[config.mk]
export PLATFORM = sky130hd
export DESIGN_NAME = hid_host
export DESIGN_NICKNAME = d
export VERILOG_FILES = /design/src/rtl/hid_host.sv
export SDC_FILE = /design/constraint.sdc
export NUM_CORES = 1
export LEC_CHECK = 0
export CAP_MARGIN = 10
export CORE_MARGIN = 5
export CORE_UTILIZATION = 30
export DETAILED_ROUTE_END_ITERATION = 10
export DONT_BUFFER_PORTS = 1
export PLACE_DENSITY = 0.43
export SYNTH_ARGS = -nofsm -noshare
export SYNTH_HDL_FRONTEND = slang
export SYNTH_SLANG_ARGS = --single-unit
export TNS_END_PERCENT = 5
[constraint.sdc]
create_clock -name clk -period 3 [get_ports clk]
set_clock_uncertainty 0.1 [all_clocks]
set_input_delay 0.45 -clock clk [delete_from_list [all_inputs] [get_ports clk]]
set_output_delay 0.45 -clock clk [all_outputs]
set_load 0.02 [all_outputs]
[src/rtl/hid_host.sv]
// hid_host: serialises key, mouse, joystick and status requests into HID command frames
// and services the receiver's db9 interrupt.
`timescale 1ns/1ps
module hid_host #(
   parameter int STROBE_GAP     = 2,
   parameter int KEY_FIFO_DEPTH = 8
) (
   input  logic        clk,
   input  logic        reset_n,
   input  logic        key_valid,
   input  logic [7:0]  key_code,
   output logic        key_ready,
   input  logic        mouse_valid,
   input  logic [1:0]  mouse_btns,
   input  logic [7:0]  mouse_dx,
   input  logic [7:0]  mouse_dy,
   input  logic        joy_valid,
   input  logic [7:0]  joy_dev,
   input  logic [7:0]  joy_data,
   output logic        joy_ready,
   input  logic        status_req,
   output logic [15:0] status_id,
   output logic        status_valid,
   output logic        hid_strobe,
   output logic        hid_start,
   output logic [7:0]  hid_data,
   input  logic [7:0]  hid_rdata,
   input  logic        irq,
   output logic        iack,
   output logic [5:0]  db9_state,
   output logic        db9_valid,
   output logic        busy
);
   localparam int AW = $clog2(KEY_FIFO_DEPTH);
   localparam logic [1:0] IDLE = 2'd0, STROBE = 2'd1, GAP = 2'd2, CAPTURE = 2'd3;
   logic [1:0] state, bidx, last, last_n, mbtn;
   logic [3:0] gcnt;
   logic [2:0] cmd, cmd_n;
   logic [7:0] frame [4];
   logic [7:0] fifo [KEY_FIFO_DEPTH];
   logic [7:0] f1, f2, f3, jdev, jdat, mdx, mdy;
   logic [AW:0] wp, rp;
   logic joy_full, mouse_full, stat_pend;
   logic idle, fifo_ne, push, go, sel_irq, sel_key, sel_joy, sel_mouse, sel_stat;

   function automatic logic [7:0] sat_add(input logic [7:0] a, input logic [7:0] b);
      logic [8:0] s;
      s = {a[7], a} + {b[7], b};
      return (s[8] != s[7]) ? {s[8], {7{~s[8]}}} : s[7:0];
   endfunction

   always_comb begin
      idle       = state == IDLE;
      fifo_ne    = wp != rp;
      key_ready  = !((wp[AW] != rp[AW]) && (wp[AW-1:0] == rp[AW-1:0]));
      push       = key_valid && key_ready;
      joy_ready  = !joy_full;
      sel_irq    = idle && irq;
      sel_key    = idle && !irq && fifo_ne;
      sel_joy    = idle && !irq && !fifo_ne && joy_full;
      sel_mouse  = idle && !irq && !fifo_ne && !joy_full && mouse_full;
      sel_stat   = idle && !irq && !fifo_ne && !joy_full && !mouse_full && stat_pend;
      go         = sel_irq || sel_key || sel_joy || sel_mouse || sel_stat;
      cmd_n      = sel_irq ? 3'd4 : sel_key ? 3'd1 : sel_joy ? 3'd3 : sel_mouse ? 3'd2 : 3'd0;
      last_n     = sel_mouse ? 2'd3 : (sel_joy || sel_stat) ? 2'd2 : 2'd1;
      f1         = sel_key ? fifo[rp[AW-1:0]] : sel_joy ? jdev : sel_mouse ? {6'b0, mbtn} : 8'h00;
      f2         = sel_joy ? jdat : sel_mouse ? mdx : 8'h00;
      f3         = sel_mouse ? mdy : 8'h00;
      hid_strobe = state == STROBE;
      hid_start  = hid_strobe && bidx == 2'd0;
      hid_data   = frame[bidx];
      iack       = hid_start && cmd == 3'd4;
      busy       = !idle || go;
   end

   always_ff @(posedge clk) if (push) fifo[wp[AW-1:0]] <= key_code;

   always_ff @(posedge clk or negedge reset_n) begin
      if (!reset_n) begin
         state        <= IDLE;
         bidx         <= '0;
         last         <= '0;
         gcnt         <= '0;
         cmd          <= '0;
         frame        <= '{default: 8'h00};
         wp           <= '0;
         rp           <= '0;
         joy_full     <= 1'b0;
         mouse_full   <= 1'b0;
         stat_pend    <= 1'b0;
         jdev         <= '0;
         jdat         <= '0;
         mbtn         <= '0;
         mdx          <= '0;
         mdy          <= '0;
         status_id    <= '0;
         status_valid <= 1'b0;
         db9_state    <= '0;
         db9_valid    <= 1'b0;
      end else begin
         status_valid <= 1'b0;
         db9_valid    <= 1'b0;
         wp           <= wp + (AW+1)'(push);
         rp           <= rp + (AW+1)'(sel_key);
         stat_pend    <= status_req || (stat_pend && !sel_stat);
         if (joy_valid && joy_ready) begin
            joy_full <= 1'b1;
            jdev     <= joy_dev;
            jdat     <= joy_data;
         end else if (sel_joy) joy_full <= 1'b0;
         // an event in the cycle its slot is snapshotted starts a fresh slot
         if (mouse_valid) begin
            mouse_full <= 1'b1;
            mbtn       <= mouse_btns;
            mdx        <= (mouse_full && !sel_mouse) ? sat_add(mdx, mouse_dx) : mouse_dx;
            mdy        <= (mouse_full && !sel_mouse) ? sat_add(mdy, mouse_dy) : mouse_dy;
         end else if (sel_mouse) mouse_full <= 1'b0;
         case (state)
            IDLE: if (go) begin
               state <= STROBE;
               bidx  <= '0;
               cmd   <= cmd_n;
               last  <= last_n;
               frame <= '{{5'b0, cmd_n}, f1, f2, f3};
            end
            STROBE: begin
               gcnt  <= '0;
               state <= (STROBE_GAP == 1) ? CAPTURE : GAP;
            end
            GAP: begin
               gcnt <= gcnt + 4'd1;
               if (gcnt == 4'(STROBE_GAP - 2)) state <= CAPTURE;
            end
            default: begin
               if (cmd == 3'd0 && bidx == 2'd1) status_id[15:8] <= hid_rdata;
               if (cmd == 3'd0 && bidx == 2'd2) begin
                  status_id[7:0] <= hid_rdata;
                  status_valid   <= 1'b1;
               end
               if (cmd == 3'd4 && bidx == 2'd1) begin
                  db9_state <= hid_rdata[5:0];
                  db9_valid <= 1'b1;
               end
               if (bidx == last) state <= IDLE;
               else begin
                  bidx  <= bidx + 2'd1;
                  state <= STROBE;
               end
            end
         endcase
      end
   end
endmodule

==> impl_summary.md <==
Route
In this run, the number of DRC markers left after iteration 0 of detailed routing was 292. The length of the first detailed-routing pass in iterations is 5. In the routed design, unresolved DRC markers number 0. The number of vias per cell after detailed routing is about 5. The average routed wire per standard cell is slightly below 20 um. The detail route stage leaves a number of antenna-violating nets equal to 0.

The total wire length after detailed routing is a little under 20000 um. The final route contains 4936 vias.

Yosys
Of the post-synthesis cell area, the part taken by muxes is about 12%. The number of unique standard cell types used by synthesis is 58. Summing every instance area after synthesis gives just under 8000 um2. The count of state elements after synthesis is 170. The simple-gate share of the synthesized area is 9.522%.

The post-synthesis instance total is 615. The synthesized-area fraction occupied by xor and xnor cells is around 2.0%. For this run, the number of Yosys warnings is 0. The number of flops mapped to enable cells by yosys is 64. A synthesized cell averages 12.93 um2. The number of nets in the synthesized netlist is 703. Counting flops with an async set or reset pin after synthesis yields a share of between 60% and 70%. The largest family of logic cells by synthesized area is multiplexers. The post-synthesis compound-gate area fraction is 11.03%. The sequential-to-total area share from yosys stat is 57.54%. The synthesized netlist devotes 5.068% of its cell area to adder and majority cells. The most common flop cell mapped by yosys is sky130_fd_sc_hd__dfrtp_1.

Floorplanning
Once the floorplan was initialized, standard cells occupied 30.51% of the core. 95 I/O pins were placed. Row generation in the floorplan step produced 59 rows.

The placeable core region is 26060 um2. The area enclosed by the die boundary is 29860 um2. The chip width is around 170 um.

The vertical die dimension is 172.8 um.

Clocking
TritonCTS built the clock tree. CTS saw 170 sinks. The buffer type at the clock tree root is sky130_fd_sc_hd__clkbuf_16. The source-to-sink clock delay at the later pin of the worst-skew pair is 420 ps. After clock tree synthesis, the clock-pin slew on the worst setup and hold paths is 70 ps. The maximum buffer depth of the clock tree is 2. The H-tree depth reported by CTS is 4. Clock tree synthesis inserted a total of 17 buffers. The post-CTS setup repair buffer count is 0.

Global routing
Global routing used 21.37% of the available met2 tracks. The layer flagged by global routing as most heavily used is met2. The via count of the first global-routing pass was approximately 5000. Global routing used 3.122% of the available met3 tracks. In the global route stage, met1 resource usage came out at 17.35%.

Summed over all layers, the global routing overflow is 0. The number of antenna violations at the first check in global routing is 3. For this run, the total global-route usage over all layers was measured as between 10% and 20%. The first-pass GRT wire length is just over 30000 um. Entering global routing, the biggest net connects between 100 and 150 pins.

Final layout
The final layout net count is 736. Leaving out fill and tap cells, the most frequent cells in the layout are sky130_fd_sc_hd__dfrtp_1 (106), sky130_fd_sc_hd__nand2_1 (73), sky130_fd_sc_hd__edfxtp_1 (64), sky130_fd_sc_hd__nor2_1 (39), sky130_fd_sc_hd__mux2_2 (34). The layout has between 2000 and 3000 filler cells. The library cell used most frequently in the layout, excluding fill and tap cells, is sky130_fd_sc_hd__dfrtp_1.

Of the cells placed in the final design, the portion with a size suffix greater than 1 is 19.21%. The final non-filler cell area is 9133 um2. The final core area utilization is 35.05%. The area overhead of the layout relative to synthesis is 14.87%.

Timing
The count of endpoints failing hold in the final timing report is 0. Final hold analysis gives a worst-case slack of 19.70 ps. Static timing analysis puts the maximum clock frequency at 351.7 MHz. The count of final max-slew check failures is 0. The worst-case setup margin in the final layout is 156.9 ps.

The relative slew slack is 58.36%. The transition time at the pin with the least slew margin is 607.3 ps. The count of final setup violators is 0. The clock period could shrink to 2843 ps. Setup repair after global routing left no endpoint under its margin.

In the final timing run, aggregate negative setup slack is 0 ps. The fraction of the cycle the final worst path needs is 94.77%.

Placement
The instance area after placement is 8444 um2. At the end of routability-driven placement, the weighted congestion stood at 0.8323. Timing analysis after detailed placement gives a worst setup slack of roughly 240 ps. The HPWL after detailed placement is roughly 14000 um. The number of buffers added on ports is 0.

Worst setup path
The worst register-to-register path ends at mdx[2]. Along the worst path, the maximum fanout reaches 8. At the worst endpoint, the required time is 2450 ps. The worst setup path is captured at an output port.

Measured in cells, the most critical reg-to-reg path has a length of 7. STA puts the critical path data arrival time at about 2300 ps. The worst register-to-register path begins at mdx[2]. The sort of element at the start of the critical path is a flip-flop. The worst setup path is of the reg2out kind. The worst register-to-register path has a setup slack of roughly 260 ps.

Pwr
The cell internal power dissipation is between 0.005 and 0.006 W. The cell area power density is 994.0 nW/um2. In this run the power spent charging and discharging nets is 0.003357 W.

The leakage power of the design is 3.717 nW. The largest voltage drop on the vdd net is between 0.3 and 0.4 mV. In this run, the clock network consumes between 20% and 30% of the power.

The combinational share of power is about 36%. The sequential cell fraction of total power is between 40% and 50%. The switching power as a share of total power is 36.98%.

Worst hold path
Counting instances, the worst hold path has a depth of 1. The startpoint identified for the worst hold timing path is status_req. The worst hold path class is in2reg. The end point of the worst hold path is stat_pend.

Run status
The run finished with clean final reports.

Run
The count of maximum capacitance violations is 0.
through the flow:
stage               cells  power [W]
global placement      952   0.006985
CTS                   991   0.009213
floorplan             615   0.006176
finish                998   0.009077
global route          998   0.009701
detailed placement    952   0.007083
sequential cells by signal (all words and copies together), names as in the netlist, 3 cells and up:
register / cells
cmd: 3
db9_state: 6
fifo: 64
frame: 24
gcnt: 4
jdat: 8
jdev: 8
mdx: 8
mdy: 8
rp: 4
status_id: 16
wp: 4
power groups by stage:
stage               logic, W  registers [W]  clock network [W]
detailed placement   0.00322        0.00387                  0
global placement     0.00315        0.00384                  0
CTS                  0.00328        0.00382            0.00211
floorplan            0.00254        0.00363                  0
global route         0.00361        0.00389            0.00221
finish               0.00324        0.00380            0.00204
cell type report:
class                   count  area [um2]  share of cell area (%)
diodes                      2       5.005                 0.05480
clock buffers              19       432.9                   4.740
clock inverters            13       103.9                   1.137
inverters                  21       78.83                  0.8631
multi-input cells         399        3178                   34.80
flip-flops and latches    170        4574                   50.09
well taps                 335       419.2                   4.590
repair buffers             39       340.3                   3.727
worst max-delay path, stage by stage (launching register included):
cell and delay [ps]:
sky130_fd_sc_hd__dfrtp_1 470, sky130_fd_sc_hd__xor2_1 190, sky130_fd_sc_hd__or4b_1 600, sky130_fd_sc_hd__buf_4 200, sky130_fd_sc_hd__nor3_4 220, sky130_fd_sc_hd__nand2_2 170
kinds of logic after synthesis:
group                    Yosys count
XOR/XNOR                          18
buffers and inverters             46
flip-flops                       170
multiplexers                      68
AND/OR/NAND/NOR                  168
AO/OA/AOI/OAI                    114
adder cells (fa/ha/maj)           31
metal layers:
metal  up-vias  wire, um
met5         -        13
met4         2       306
met3        20       738
met2        78      9692
met1      2494      8841
li1       2342         -
worst max path at each step:
stage | startpoint | to | depth (start not counted)
3_3_place_gp | mouse_dy[0] | mdy[2] | 9
6_report | wp[1] | busy | 5
5_1_grt | wp[1] | busy | 5
3_5_place_dp | mouse_dx[2] | mdx[2] | 7
4_1_cts | wp[1] | busy | 5
2_1_floorplan | mouse_dx[2] | mdx[2] | 7
cell usage after synthesis, types with 4 or more instances:
master / n / share of area (%)
sky130_fd_sc_hd__a211oi_1: 4 / 0.38
sky130_fd_sc_hd__xnor2_1: 8 / 0.88
sky130_fd_sc_hd__nand3_1: 15 / 0.94
sky130_fd_sc_hd__nor2b_1: 9 / 0.71
sky130_fd_sc_hd__mux4_2: 19 / 5.4
sky130_fd_sc_hd__clkbuf_1: 11 / 0.52
sky130_fd_sc_hd__edfxtp_1: 64 / 24
sky130_fd_sc_hd__nand2_1: 74 / 3.5
sky130_fd_sc_hd__o211ai_1: 6 / 0.57
sky130_fd_sc_hd__o21ai_0: 19 / 1.2
sky130_fd_sc_hd__a22oi_2: 8 / 1.3
sky130_fd_sc_hd__a221oi_1: 4 / 0.44
sky130_fd_sc_hd__nor2_1: 39 / 1.8
sky130_fd_sc_hd__nand2b_1: 11 / 0.87
sky130_fd_sc_hd__ha_1: 29 / 4.6
sky130_fd_sc_hd__a221o_1: 7 / 0.88
sky130_fd_sc_hd__inv_1: 20 / 0.94
sky130_fd_sc_hd__a21o_1: 6 / 0.57
sky130_fd_sc_hd__mux2i_1: 15 / 1.9
sky130_fd_sc_hd__buf_2: 5 / 0.31
sky130_fd_sc_hd__a21oi_1: 19 / 1.2
sky130_fd_sc_hd__a22o_1: 9 / 0.99
sky130_fd_sc_hd__nor3_1: 6 / 0.38
sky130_fd_sc_hd__mux2_2: 34 / 4.8
sky130_fd_sc_hd__o22ai_1: 9 / 0.71
sky130_fd_sc_hd__dfrtp_1: 106 / 33
sky130_fd_sc_hd__xor2_1: 10 / 1.1
what timing repair did:
| item | CTS | global route |
|---|---|---|
| cloned | 0 | 0 |
| setup endpoints to repair | 1 | 1 |
| hold buffers | 7 | 5 |
| endpoints found under the hold margin | 116 | 28 |
| gates resized for setup | 1 | 1 |
(Power assumes the default switching activity.)
